`src/rtl/weld_sensor_sampler_if.sv`:
```
// ----------------------------------------------------------------------------
// weld_sensor_sampler_if
// Request/acknowledge link between the weld sensor sampler and the shared
// 3-channel ADC front-end.
//   adc_req  : conversion request, driven by the sampler
//   adc_ch   : channel select (0=temperature, 1=pressure, 2=voltage)
//   adc_ack  : data-valid acknowledge, driven by the ADC
//   adc_data : conversion result, valid while adc_req & adc_ack
// Modports: master = sampler side, slave = ADC side.
// ----------------------------------------------------------------------------
interface weld_sensor_sampler_if #(
   parameter int DATA_W = 16
);
   logic              adc_req;
   logic [1:0]        adc_ch;
   logic              adc_ack;
   logic [DATA_W-1:0] adc_data;

   modport master (
      output adc_req,
      output adc_ch,
      input  adc_ack,
      input  adc_data
   );

   modport slave (
      input  adc_req,
      input  adc_ch,
      output adc_ack,
      output adc_data
   );
endinterface

```
`src/rtl/weld_sensor_sampler.sv`:
```
// ----------------------------------------------------------------------------
// weld_sensor_sampler
// Periodically walks the shared ADC through temperature, pressure and voltage
// conversions and publishes the three results together as one coherent frame.
// Flags ADC handshakes that never complete and frame-start ticks that arrive
// while a frame is still being gathered.
// Ports:
//   clk, reset     : clock, asynchronous active-high reset
//   enable         : runs the sample-period counter
//   clear_err      : one-cycle clear of the sticky error flags
//   adc            : ADC request/acknowledge link (master side)
//   temperature,
//   pressure,
//   voltage        : last published frame
//   frame_valid    : one-cycle strobe when a new frame is published
//   frame_count    : number of frames published (wraps)
//   timeout_err    : sticky, an ADC handshake timed out
//   overrun_err    : sticky, a tick arrived while a frame was in progress
//   busy           : a frame is in progress
// ----------------------------------------------------------------------------
module weld_sensor_sampler #(
   parameter int DATA_W  = 16,
   parameter int PERIOD  = 100,
   parameter int TIMEOUT = 16
) (
   input  logic                 clk,
   input  logic                 reset,
   input  logic                 enable,
   input  logic                 clear_err,
   weld_sensor_sampler_if.master adc,
   output logic [DATA_W-1:0]    temperature,
   output logic [DATA_W-1:0]    pressure,
   output logic [DATA_W-1:0]    voltage,
   output logic                 frame_valid,
   output logic [31:0]          frame_count,
   output logic                 timeout_err,
   output logic                 overrun_err,
   output logic                 busy
);

   localparam int CNT_W  = (PERIOD > 1) ? $clog2(PERIOD) : 1;
   localparam int WAIT_W = $clog2(TIMEOUT + 1);
   localparam logic [CNT_W-1:0]  PERIOD_LAST = CNT_W'(PERIOD - 1);
   localparam logic [WAIT_W-1:0] WAIT_LAST   = WAIT_W'(TIMEOUT - 1);

   typedef enum logic [1:0] {
      IDLE  = 2'd0,
      REQ   = 2'd1,
      GAP   = 2'd2,
      ERROR = 2'd3
   } state_t;

   state_t              state_reg, state_next;
   logic [CNT_W-1:0]    period_reg;
   logic [WAIT_W-1:0]   wait_reg, wait_next;
   logic [1:0]          ch_reg, ch_next;
   logic                req_reg, req_next;
   logic [DATA_W-1:0]   temp_shadow_reg;
   logic [DATA_W-1:0]   pres_shadow_reg;
   logic                tick;
   logic                capture;
   logic                publish;
   logic                timeout_hit;
   logic                overrun_hit;

   assign adc.adc_req = req_reg;
   assign adc.adc_ch  = ch_reg;
   assign busy        = (state_reg != IDLE);

   // Frame-start tick: last count of the period while enabled. Holding the
   // counter at 0 while disabled makes the first tick land on the PERIOD-th
   // enabled cycle.
   assign tick        = enable && (period_reg == PERIOD_LAST);
   assign overrun_hit = tick && (state_reg != IDLE);

   always_ff @(posedge clk or posedge reset) begin
      if (reset) begin
         period_reg <= '0;
      end else if (!enable || (period_reg == PERIOD_LAST)) begin
         period_reg <= '0;
      end else begin
         period_reg <= period_reg + 1'b1;
      end
   end

   // Next-state / handshake control. The request line is registered, so
   // every transition computes the value adc_req takes after the edge.
   always_comb begin
      state_next  = state_reg;
      req_next    = req_reg;
      ch_next     = ch_reg;
      wait_next   = wait_reg;
      capture     = 1'b0;
      publish     = 1'b0;
      timeout_hit = 1'b0;
      case (state_reg)
         IDLE: begin
            if (tick) begin
               state_next = REQ;
               req_next   = 1'b1;
               ch_next    = 2'd0;
               wait_next  = '0;
            end
         end
         REQ: begin
            // An ack in the final allowed cycle still counts as a capture.
            if (adc.adc_ack) begin
               capture  = 1'b1;
               req_next = 1'b0;
               if (ch_reg == 2'd2) begin
                  publish    = 1'b1;
                  state_next = IDLE;
               end else begin
                  state_next = GAP;
               end
            end else if (wait_reg == WAIT_LAST) begin
               timeout_hit = 1'b1;
               req_next    = 1'b0;
               state_next  = ERROR;
            end else begin
               wait_next = wait_reg + 1'b1;
            end
         end
         GAP: begin
            // Forces adc_req low for one cycle between channels.
            state_next = REQ;
            req_next   = 1'b1;
            ch_next    = ch_reg + 2'd1;
            wait_next  = '0;
         end
         ERROR: begin
            state_next = IDLE;
            req_next   = 1'b0;
         end
         default: begin
            state_next = IDLE;
            req_next   = 1'b0;
         end
      endcase
   end

   always_ff @(posedge clk or posedge reset) begin
      if (reset) begin
         state_reg       <= IDLE;
         req_reg         <= 1'b0;
         ch_reg          <= 2'd0;
         wait_reg        <= '0;
         temp_shadow_reg <= '0;
         pres_shadow_reg <= '0;
         temperature     <= '0;
         pressure        <= '0;
         voltage         <= '0;
         frame_valid     <= 1'b0;
         frame_count     <= '0;
         timeout_err     <= 1'b0;
         overrun_err     <= 1'b0;
      end else begin
         state_reg   <= state_next;
         req_reg     <= req_next;
         ch_reg      <= ch_next;
         wait_reg    <= wait_next;
         frame_valid <= publish;

         // Samples are held in shadows so the published words only ever
         // change together, and an aborted frame leaves them untouched.
         if (capture && (ch_reg == 2'd0)) begin
            temp_shadow_reg <= adc.adc_data;
         end
         if (capture && (ch_reg == 2'd1)) begin
            pres_shadow_reg <= adc.adc_data;
         end

         // Voltage is the last channel, so it is published straight from
         // the ADC bus on the capturing edge.
         if (publish) begin
            temperature <= temp_shadow_reg;
            pressure    <= pres_shadow_reg;
            voltage     <= adc.adc_data;
            frame_count <= frame_count + 32'd1;
         end

         // A set event in the same cycle as clear_err keeps the flag set.
         timeout_err <= timeout_hit | (timeout_err & ~clear_err);
         overrun_err <= overrun_hit | (overrun_err & ~clear_err);
      end
   end

endmodule
```
`src/flat_wrapper.sv`:
```
// flat-port wrapper written by rule: the top's interface ports become plain ports
module weld_sensor_sampler_flat 
#(
   parameter int DATA_W  = 16,
   parameter int PERIOD  = 100,
   parameter int TIMEOUT = 16
)
  (clk, reset, enable, clear_err, temperature, pressure, voltage, frame_valid, frame_count, timeout_err, overrun_err, busy, adc_adc_req, adc_adc_ch, adc_adc_ack, adc_adc_data);
  weld_sensor_sampler_if #(.DATA_W(DATA_W)) adc_i ();
  input  logic clk;
  input  logic reset;
  input  logic enable;
  input  logic clear_err;
  output logic [DATA_W-1:0] temperature;
  output logic [DATA_W-1:0] pressure;
  output logic [DATA_W-1:0] voltage;
  output logic frame_valid;
  output logic [31:0] frame_count;
  output logic timeout_err;
  output logic overrun_err;
  output logic busy;
  output wire logic [$bits(adc_i.adc_req)-1:0] adc_adc_req;
  output wire logic [$bits(adc_i.adc_ch)-1:0] adc_adc_ch;
  input wire logic [$bits(adc_i.adc_ack)-1:0] adc_adc_ack;
  input wire logic [$bits(adc_i.adc_data)-1:0] adc_adc_data;
  assign adc_adc_req = adc_i.adc_req;
  assign adc_adc_ch = adc_i.adc_ch;
  assign adc_i.adc_ack = adc_adc_ack;
  assign adc_i.adc_data = adc_adc_data;
  weld_sensor_sampler #(.DATA_W(DATA_W), .PERIOD(PERIOD), .TIMEOUT(TIMEOUT)) u_core (.clk(clk), .reset(reset), .enable(enable), .clear_err(clear_err), .adc(adc_i), .temperature(temperature), .pressure(pressure), .voltage(voltage), .frame_valid(frame_valid), .frame_count(frame_count), .timeout_err(timeout_err), .overrun_err(overrun_err), .busy(busy));
endmodule
```
`config.mk`:
```
export PLATFORM = sky130hd
export DESIGN_NAME = weld_sensor_sampler_flat
export DESIGN_NICKNAME = d
export VERILOG_FILES = /design/src/rtl/weld_sensor_sampler_if.sv /design/src/rtl/weld_sensor_sampler.sv /design/src/flat_wrapper.sv
export SDC_FILE = /design/constraint.sdc
export NUM_CORES = 1
export LEC_CHECK = 0
export ABC_AREA = 1
export ABC_CLOCK_PERIOD_IN_PS = 11800
export BUFFER_PORTS_ARGS = -buffer_cell sky130_fd_sc_hd__buf_2
export CAP_MARGIN = 30
export CORE_MARGIN = 4
export CORE_UTILIZATION = 50
export DETAILED_ROUTE_END_ITERATION = 7
export PLACE_DENSITY = 0.76
export SYNTH_ARGS = -nofsm -noshare
export SYNTH_HDL_FRONTEND = slang
export SYNTH_SLANG_ARGS = --single-unit
```
`constraint.sdc`:
```
create_clock -name clk -period 11.8 [get_ports clk]
set_input_delay 2.36 -clock clk [delete_from_list [all_inputs] [get_ports clk]]
set_output_delay 2.36 -clock clk [all_outputs]
set_load 0.05 [all_outputs]
```
==> results.md, run 1 <==
* Status: completed
* Grt ovf at 0
* Worst reg-to-reg path cell count at 10
* Area grow syn2layout at 21.47%
* CP Launch Point: adc_adc_ack
* Netlist cell types at 29
* Pre-CTS setup slack at 7.687 ns
* Hold_buf cts at 0
* First-pass GRT wire length at approximately 22000 um
* RR Endpoint: u_core.frame_count[26]$_DFFE_PP0P_
* Setup Fix Bufs, Post-CTS at 0
* Synth Register Bits at between 100 and 150
* Hold crit path type: reg2reg
* Final hold violations at 0
* Total vias in the final route at 4600
* Num ports at approximately 110
* Initial antenna violation count at 0
* Clock Pin Slew Worst Setup and Hold Paths at 0.06 ns
* CP arrival at 4.02 ns
* Num CTS Buffers at 17
* Actual transition at the worst max-transition pin at slightly below 1 ns
* Post-CTS resize count at 0
* GRT Total Usage at 0.2045
* Mux cell area share after synthesis at 0
* Drt drc at 0
* Static leakage at 3.791 nW
* Xor/xnor cell area share of the yosys netlist at 0.02599
* Final wirelength at 12680 um
* Post-synth design cell area at between 0.005 and 0.006 mm2
* Die area at ~0.013 mm2
* Period minus WS final at about 3.7 ns
* Skew final at ~0.0062 ns
* TNS Setup at 0 ns
* Post-synthesis adder-cell area fraction at 0.01529
* Diodes inserted at 0
* Final setup margin at 8.082 ns
* PwrDens at around 240 mW/mm2
* CTS root buf: clkbuf_16
* CP required at 12.10 ns
* Crit Reg-Reg Startpoint: u_core.adc.adc_ch[0]$_DFFE_PP0P_
* Setup crit start kind: primary input
* H-tree lvl count at 4
* Hpwl dp at ~8900 um
* Reg2reg setup slack at 9.46 ns
* Final GP Congestion at approximately 0.87
* Finish-stage setup viols at 0
* Syn Inst Count at about 660
* Clk_lat worst skew at 0.41 ns
* Final net count at 800
* Antenna Violating Nets Remaining at 0
* Top cell type by total area after synthesis: dfrtp_1
* Placed cells at a little under 900
* DR iter-0 viols at 330
* Die Wd at 115.0 um
* Largest net degree at the start of global routing at between 60 and 70
* Max-cap viol count at 0
* EDFF count, synth at 0
* Largest family of logic cells by synthesized area: simple AND/OR/NAND/NOR gates
* Simple logic cell fraction of the synthesized area at 0.2667
* Longest Clk Path Bufs at 2
* CORE AREA at 0.01103 mm2
* Post-synth top area share at 0.5767
* Synthesis Warnings at 0
* Crit path capture: u_core.frame_count[26]$_DFFE_PP0P_
* Crit Path Category: in2reg
* Final hold slack at roughly 0.47 ns
* Most flops, register: u_core.frame_count
* Most frequent cell after synthesis: nand2_1
* Syn_nets at just under 700
* First-pass DRT Iterations at 5
* Relative slew slack at 0.3569
* Post-synth ARST share at 1.000
* Max reg flops at 32
* # port buffers at 107
* Die height at approximately 120 um
* Peak clock frequency supported by timing at approximately 270 MHz
* Clock tree sinks at ~130
* Most instantiated cells after synthesis: 251 x nand2_1, 132 x dfrtp_1, 68 x inv_1
* Layout cells sized above 1 at 0.2076
* Avg Cell Area, Syn at 8.666 um2
* Std-Cell Rows at 38
* Top cells by area, synth: dfrtp_1 58%, nand2_1 16%, o21ai_0 4.9%
* Part of the cycle the worst path needs at 0.3151
* Post-synthesis compound-gate area fraction at 0.05374
* Number of global-route vias before repair at 4641
* CTS tree: done
* Max Slew Vio Count at 0
* CP max FO at 24
* Drt wl/cell at 13.71 um
* Vias per cell at 4.973
* RSZ-0062 raised after global routing: false
* Initial Util at 0.5193
* Seq/Total Area, Yosys at 0.5767
* Worst setup EP type: flop
* Worst vdd ir at approximately 0.15 mV
* Ys flop type: dfrtp_1
* Finished Layout Cells at ~930
-- cell usage in the layout (no fill, tap or decap), drive strengths merged --
cell | netlist | layout
a21oi | 2 | 2
and3 | 1 | 1
buf | 14 | 110
bufinv | 0 | 1
clkbuf | 4 | 19
clkinv | 0 | 9
clkinvlp | 0 | 2
dfrtp | 132 | 132
ha | 7 | 7
inv | 69 | 70
nand2 | 256 | 256
nand3 | 25 | 25
nand3b | 5 | 5
nand4 | 9 | 9
nor2 | 48 | 48
nor3 | 11 | 11
nor3b | 2 | 2
o21ai | 57 | 57
o22ai | 2 | 2
xnor2 | 7 | 7
xor2 | 10 | 10
-- layout make-up --
| type | count | area (um2) |
|---|---|---|
| timing repair buffer | 110 | 590.6 |
| clock buffer | 19 | 442.9 |
| sequential | 132 | 3303 |
| multi-input combinational | 442 | 2074 |
| fill | 933 | 4073 |
| inverter | 69 | 261.5 |
| clock inverter | 13 | 110.1 |
| tap | 140 | 175.2 |
-- metal layers --
metal / track usage / vias up / share of wire
met5: 0 / - / 0
met4: 0.07512 / 0 / 0.014
met3: 0.05263 / 15 / 0.057
met2: 0.3245 / 116 / 0.48
met1: 0.2735 / 2182 / 0.45
li1: - / 2287 / -
-- worst max-delay path, stage by stage --
cell and delay (ns):
buf_2 0.10, nand2_1 0.11, nor2_4 0.54, buf_16 0.24
nand2_2 0.15, nor2_4 0.26, nand3_1 0.11, nand2_1 0.09
nand2_1 0.05
-- how the worst min path moves through the flow --
stage                                            from                            endpoint  slack [ns]  cells past startpoint
2_1_floorplan          u_core.period_reg[0]$_DFF_PP0_      u_core.period_reg[0]$_DFF_PP0_        0.43                      1
3_3_place_gp    u_core.temp_shadow_reg[1]$_DFFE_PP0P_   u_core.temperature[1]$_DFFE_PP0P_        0.45                      2
3_5_place_dp    u_core.pres_shadow_reg[1]$_DFFE_PP0P_      u_core.pressure[1]$_DFFE_PP0P_        0.45                      2
4_1_cts        u_core.temp_shadow_reg[13]$_DFFE_PP0P_  u_core.temperature[13]$_DFFE_PP0P_        0.47                      2
5_1_grt            u_core.temperature[10]$_DFFE_PP0P_  u_core.temperature[10]$_DFFE_PP0P_        0.49                      2
6_report       u_core.temp_shadow_reg[14]$_DFFE_PP0P_  u_core.temperature[14]$_DFFE_PP0P_        0.47                      2
-- per-stage QoR --
step / utilization / power [W] / instance area (um2)
3_3_place_gp: 0.5763 / 0.001165 / 6357
2_1_floorplan: - / 0.001049 / 5728
5_1_grt: 0.6308 / 0.001754 / 6958
3_5_place_dp: 0.5806 / 0.001185 / 6405
6_report: 0.6308 / 0.001662 / 6958
4_1_cts: 0.6308 / 0.001676 / 6958
-- cell families after synthesis --
logic type               count (synthesis)
flip-flops                             132
AND/OR/NAND/NOR                        357
adder cells (fa/ha/maj)                  7
AO/OA/AOI/OAI                           61
XOR/XNOR                                17
buffers and inverters                   87
-- where the power goes --
group / switching [W] / internal [W] / leakage, nW
clock network: 0.000194 / 0.000294 / 0.273
logic: 0.000410 / 0.000119 / 1.76
registers: 0.0000704 / 0.000575 / 1.76
Power figures use the tool's default switching activity.
==> run 2, diff against run 1 <==
- ABC_CLOCK_PERIOD_IN_PS: 11800 -> 3200
- PLACE_DENSITY: 0.76 -> 0.79
- clock period: 11.8 -> 3.2 ns (I/O delays scaled with it)
==> results.md, run 2 (synthesis gave the netlist of run 1 again) <==
* Tot Pwr at approximately 0.006 W
* Setup crit start kind: flop
* Peak clock frequency supported by timing at 475.0 MHz
* Number of global-route vias before repair at around 4800
* Skew final at 0.006623 ns
* GRT Total Usage at 0.2073
* Most flops, register: u_core.frame_count
* Total vias in the final route at 4725
* Max reg flops at 32
* Antenna Violating Nets Remaining at 0
* Layout cells sized above 1 at 0.2097
* Static leakage at approximately 3.8 nW
* Max Slew Vio Count at 0
* Longest Clk Path Bufs at 2
* Final core occ at 0.6308
* Hold crit path type: in2async
* Placed cells at about 900
* CP required at 3.53 ns
* CTS root buf: clkbuf_16
* Die Wd at between 100 and 150 um
* H-tree lvl count at 4
* Commonest non-fill, non-tap cells in the layout: 250 x nand2_1, 132 x dfrtp_1, 107 x buf_2
* Combinational power share at 0.321
* Crit Path Category: reg2reg
* Max-cap viol count at 0
* Worst vdd ir at 0.5281 mV
* Clk_lat worst skew at 0.41 ns
* Area grow syn2layout at 21.47%
* Internal at roughly 0.0036 W
* Vias per cell at roughly 5.1
* Initial Util at 0.5193
* Clk pwr share at 0.289
* Finished Layout Cells at 927
* Drt wl/cell at approximately 14 um
* Drt drc at 0
* Num CTS Buffers at 17
* CP arrival at around 2.4 ns
* Setup Fix Bufs, Post-CTS at 0
* Final GP Congestion at 0.8235
* RSZ-0062 raised after global routing: false
* Clock Pin Slew Worst Setup and Hold Paths at ~0.060 ns
* First-pass GRT wire length at approximately 22000 um
* Num ports at ~110
* Initial antenna violation count at 0
* Hold_buf cts at 0
* Period minus WS final at about 2.1 ns
* Sw frac at 0.4160
* Part of the cycle the worst path needs at 0.6579
* Relative slew slack at 0.3381
* DR iter-0 viols at 307
* Clock tree sinks at 132
* Final wirelength at approximately 13000 um
* CORE AREA at 0.01103 mm2
* Finish-stage setup viols at 0
* Sw power at 0.002550 W
* # port buffers at ~110
* Filler instances at between 900 and 1000
* Final net count at between 800 and 900
* Hpwl dp at between 9000 and 10000 um
* Final hold violations at 0
* Post-CTS resize count at 0
* CTS tree: done
* Grt ovf at 0
* Status: completed
* Sequential cell fraction of total power at 0.391
* CP max FO at 37
* TNS Setup at 0 ns
* Diodes inserted at 0
* Die area at 0.01323 mm2
* Std-Cell Rows at 38
* Commonest non-fill, non-tap cell in the layout: nand2_1
* Die height at 115.0 um
* PwrDens at 880.9 mW/mm2
* First-pass DRT Iterations at 7
* Largest net degree at the start of global routing at 63
* Actual transition at the worst max-transition pin at 0.9904 ns
* Worst setup EP type: flop
-- run 2: changes by cell type in the layout (fill, tap and decap cells not counted), sizes merged --
cell      change
inv           +2
clkinvlp      +5
clkinv        -6
buf           +2
bufinv        -1
-- run 2: worst paths after layout --
check	from	endpoint	slack (ns)	depth (start not counted)
worst min register to register	u_core.pres_shadow_reg[7]$_DFFE_PP0P_	u_core.pressure[7]$_DFFE_PP0P_	0.46	2
worst max register to register	u_core.adc.adc_ch[0]$_DFFE_PP0P_	u_core.frame_count[5]$_DFFE_PP0P_	1.09	8
max in group asynchronous	reset	u_core.pressure[0]$_DFFE_PP0P_	2.21	3
worst max-delay path	u_core.adc.adc_ch[0]$_DFFE_PP0P_	u_core.frame_count[5]$_DFFE_PP0P_	1.09	8
worst min-delay path	reset	u_core.frame_count[8]$_DFFE_PP0P_	0.30	2
min in group clk	clear_err	u_core.overrun_err$_DFF_PP0_	0.45	2
-- run 2: area by class of cell --
| class | instances | area (um2) | area share |
|---|---|---|---|
| Clock buffer | 19 | 442.9 | 0.06366 |
| Clock inverter | 13 | 101.3 | 0.01457 |
| Inverter | 69 | 262.8 | 0.03776 |
| Multi-Input combinational cell | 442 | 2074 | 0.2981 |
| Sequential cell | 132 | 3303 | 0.4747 |
| Tap cell | 140 | 175.2 | 0.02518 |
| Timing Repair Buffer | 112 | 598.1 | 0.08596 |
-- run 2: critical path, cell delays in order, from the launching register on --
cell	delay, ns
dfrtp_1	0.41
inv_1	0.14
ha_1	0.17
nand2_1	0.11
nor2_4	0.31
buf_4	0.44
nand2_1	0.16
nor2_1	0.14
xor2_1	0.15
-- run 2: metrics by stage --
stage | hold slack [ns] | worst slack [ns] | cell area, um2
2_1_floorplan | 0.4329 | 0.9228 | 5732
3_3_place_gp | 0.4433 | 1.131 | 6414
3_5_place_dp | 0.4524 | 1.075 | 6414
4_1_cts | 0.3004 | 1.092 | 6958
5_1_grt | 0.3326 | 0.9954 | 6958
6_report | 0.3021 | 1.095 | 6958
-- run 2: metal layers --
metal | vias up | track usage | share of wire
met5 | - | 0 | 0
met4 | 0 | 0.08685 | 0.020
met3 | 22 | 0.05789 | 0.058
met2 | 137 | 0.3333 | 0.48
met1 | 2273 | 0.2654 | 0.44
li1 | 2293 | - | -
-- run 2: power groups by stage --
stage          Sequential, W  Clock [W]  Combinational, W
4_1_cts              0.00240    0.00179           0.00199
2_1_floorplan        0.00332          0          0.000551
6_report             0.00240    0.00177           0.00196
3_3_place_gp         0.00239          0           0.00192
5_1_grt              0.00245    0.00188           0.00212
3_5_place_dp         0.00241          0           0.00198
==> run 3, diff against run 2 <==
- ABC_CLOCK_PERIOD_IN_PS: 3200 -> 1900
- clock period: 3.2 -> 1.9 ns (I/O delays scaled with it)
==> results.md, run 3 (synthesis gave the netlist of run 1 again) <==
* Tot Pwr at between 0.01 and 0.015 W
* Commonest non-fill, non-tap cell in the layout: nand2_1
* Status: completed
* Die Wd at 115.0 um
* Initial Util at 0.5193
* Final setup margin at approximately 0.14 ns
* # port buffers at approximately 110
* Final hold slack at ~0.03 ns
* Die area at roughly 0.013 mm2
* Die height at between 100 and 150 um
* First-pass DRT Iterations at 5
* Worst path most repeated cell: nand2_1
* Grt ovf at 0
* Number of global-route vias before repair at ~4600
* Clk pwr share at 0.317
* Max-cap viol count at 0
* Layout cells sized above 1 at 0.2164
* Part of the cycle the worst path needs at 0.9241
* Worst reg-to-reg path cell count at 9
* Peak clock frequency supported by timing at 569.6 MHz
* Largest stage delay on the critical path at 0.39 ns
* RSZ-0062 raised after global routing: false
* Num ports at roughly 110
* Most flops, register: u_core.frame_count
* Worst vdd ir at 1.048 mV
* Setup crit start kind: flop
* DR iter-0 viols at ~370
* CP arrival at about 2.1 ns
* Max Slew Vio Count at 0
* RR Endpoint: u_core.frame_count[24]$_DFFE_PP0P_
* Sequential cell fraction of total power at 0.374
* Largest net degree at the start of global routing at 53
* CTS tree: done
* Max reg flops at 32
* Area grow syn2layout at 24.12%
* Commonest non-fill, non-tap cells in the layout: 250 x nand2_1, 132 x dfrtp_1, 107 x buf_2
* Hold_buf cts at 0
* Pre-CTS setup slack at a little under 0.05 ns
* Clock tree sinks at between 100 and 150
* Worst setup EP type: flop
* Antenna Violating Nets Remaining at 0
* Initial antenna violation count at 0
* Final hold violations at 0
* Actual transition at the worst max-transition pin at 0.5880 ns
* Combinational power share at 0.309
* Finish-stage setup viols at 0
* Relative slew slack at 0.6072
* Longest Clk Path Bufs at 2
* Clk_lat worst skew at ~0.42 ns
* Final net count at between 800 and 900
* Std-Cell Rows at 38
* Drt drc at 0
* Clock Pin Slew Worst Setup and Hold Paths at around 0.060 ns
* Drt wl/cell at roughly 14 um
* Static leakage at just under 4 nW
* Final wirelength at around 13000 um
* Crit Reg-Reg Startpoint: u_core.adc.adc_ch[0]$_DFFE_PP0P_
* Post-CTS resize count at 0
* Skew final at ~0.0057 ns
* Total vias in the final route at 4794
* Sw power at around 0.0042 W
* Vias per cell at between 5 and 6
* Hold crit path type: in2async
* GRT Total Usage at 0.2119
* PwrDens at around 1500 mW/mm2
* Crit Path Category: reg2reg
* Reg2reg setup slack at 0.14 ns
* Setup Fix Bufs, Post-CTS at 0
* Internal at 0.006580 W
* CP max FO at 9
* CP required at around 2.2 ns
* Sw frac at 0.3888
* First-pass GRT wire length at between 20000 and 25000 um
* Num CTS Buffers at 17
* CORE AREA at between 0.01 and 0.015 mm2
* Diodes inserted at 0
* Final GP Congestion at ~0.9
* Period minus WS final at between 1.5 and 2 ns
* H-tree lvl count at 4
* Hpwl dp at 9280 um
* Crit path cell chain: inv_1, ha_1, nand2_1, nor2_4, nand2_2, nor2_4, nand3_1, nand2_1, nand2_1
* CTS root buf: clkbuf_16
* Top Family by Delay on Critical Path: simple AND/OR/NAND/NOR gates
* Critical path's slowest cell: dfrtp_1
* WP buf/inv at 1
[run 3: power groups by stage]
stage	sequential (W)	clock [W]	combinational [W]
2_1_floorplan	0.00559	0	0.000927
3_3_place_gp	0.00402	0	0.00326
3_5_place_dp	0.00405	0	0.00334
4_1_cts	0.00403	0.00346	0.00336
5_1_grt	0.00413	0.00362	0.00359
6_report	0.00402	0.00342	0.00332
[run 3: worst max-delay path by stage]
stage / from / to / slack [ns] / cells after the start
2_1_floorplan: reset / u_core.adc.adc_ch[0]$_DFFE_PP0P_ / -0.12 / 1
3_3_place_gp: u_core.adc.adc_ch[0]$_DFFE_PP0P_ / u_core.frame_count[24]$_DFFE_PP0P_ / 0.15 / 9
3_5_place_dp: u_core.adc.adc_ch[0]$_DFFE_PP0P_ / u_core.frame_count[26]$_DFFE_PP0P_ / 0.05 / 9
4_1_cts: u_core.adc.adc_ch[0]$_DFFE_PP0P_ / u_core.frame_count[26]$_DFFE_PP0P_ / 0.04 / 9
5_1_grt: u_core.adc.adc_ch[0]$_DFFE_PP0P_ / u_core.frame_count[26]$_DFFE_PP0P_ / 0.007 / 9
6_report: u_core.adc.adc_ch[0]$_DFFE_PP0P_ / u_core.frame_count[24]$_DFFE_PP0P_ / 0.14 / 9
[run 3: layout make-up]
type                    instances  area (um2)
fillers                       902        3921
clock buffers                  21       460.4
flip-flops and latches        132        3303
repair buffers                121       678.2
clock inverters                10       155.1
well taps                     140       175.2
multi-input cells             442        2074
inverters                      69       262.8
[run 3: through the flow]
stage | utilization | instance area (um2) | TNS, ns | std cells
after floorplan | - | 5732 | -15.47 | 661
after global placement | 0.5867 | 6471 | 0 | 901
after detailed placement | 0.5867 | 6471 | 0 | 901
after CTS | 0.6425 | 7087 | 0 | 932
after global routing | 0.6445 | 7109 | 0 | 935
final | 0.6445 | 7109 | 0 | 935
[run 3: layer usage]
layer	track usage	wire length, um	up-vias
met1	0.2637	5547	2299
met2	0.3438	6569	158
met5	0	0	-
met3	0.05789	829	31
li1	-	-	2306
met4	0.1017	341	0
[run 3: worst register-to-register path, delay by kind of cell, from the launching register on]
kind	cells	cell delay, ns
adder cells (fa/ha/maj)	1	0.15
buffers and inverters	1	0.12
flip-flops	1	0.39
AND/OR/NAND/NOR	7	0.99
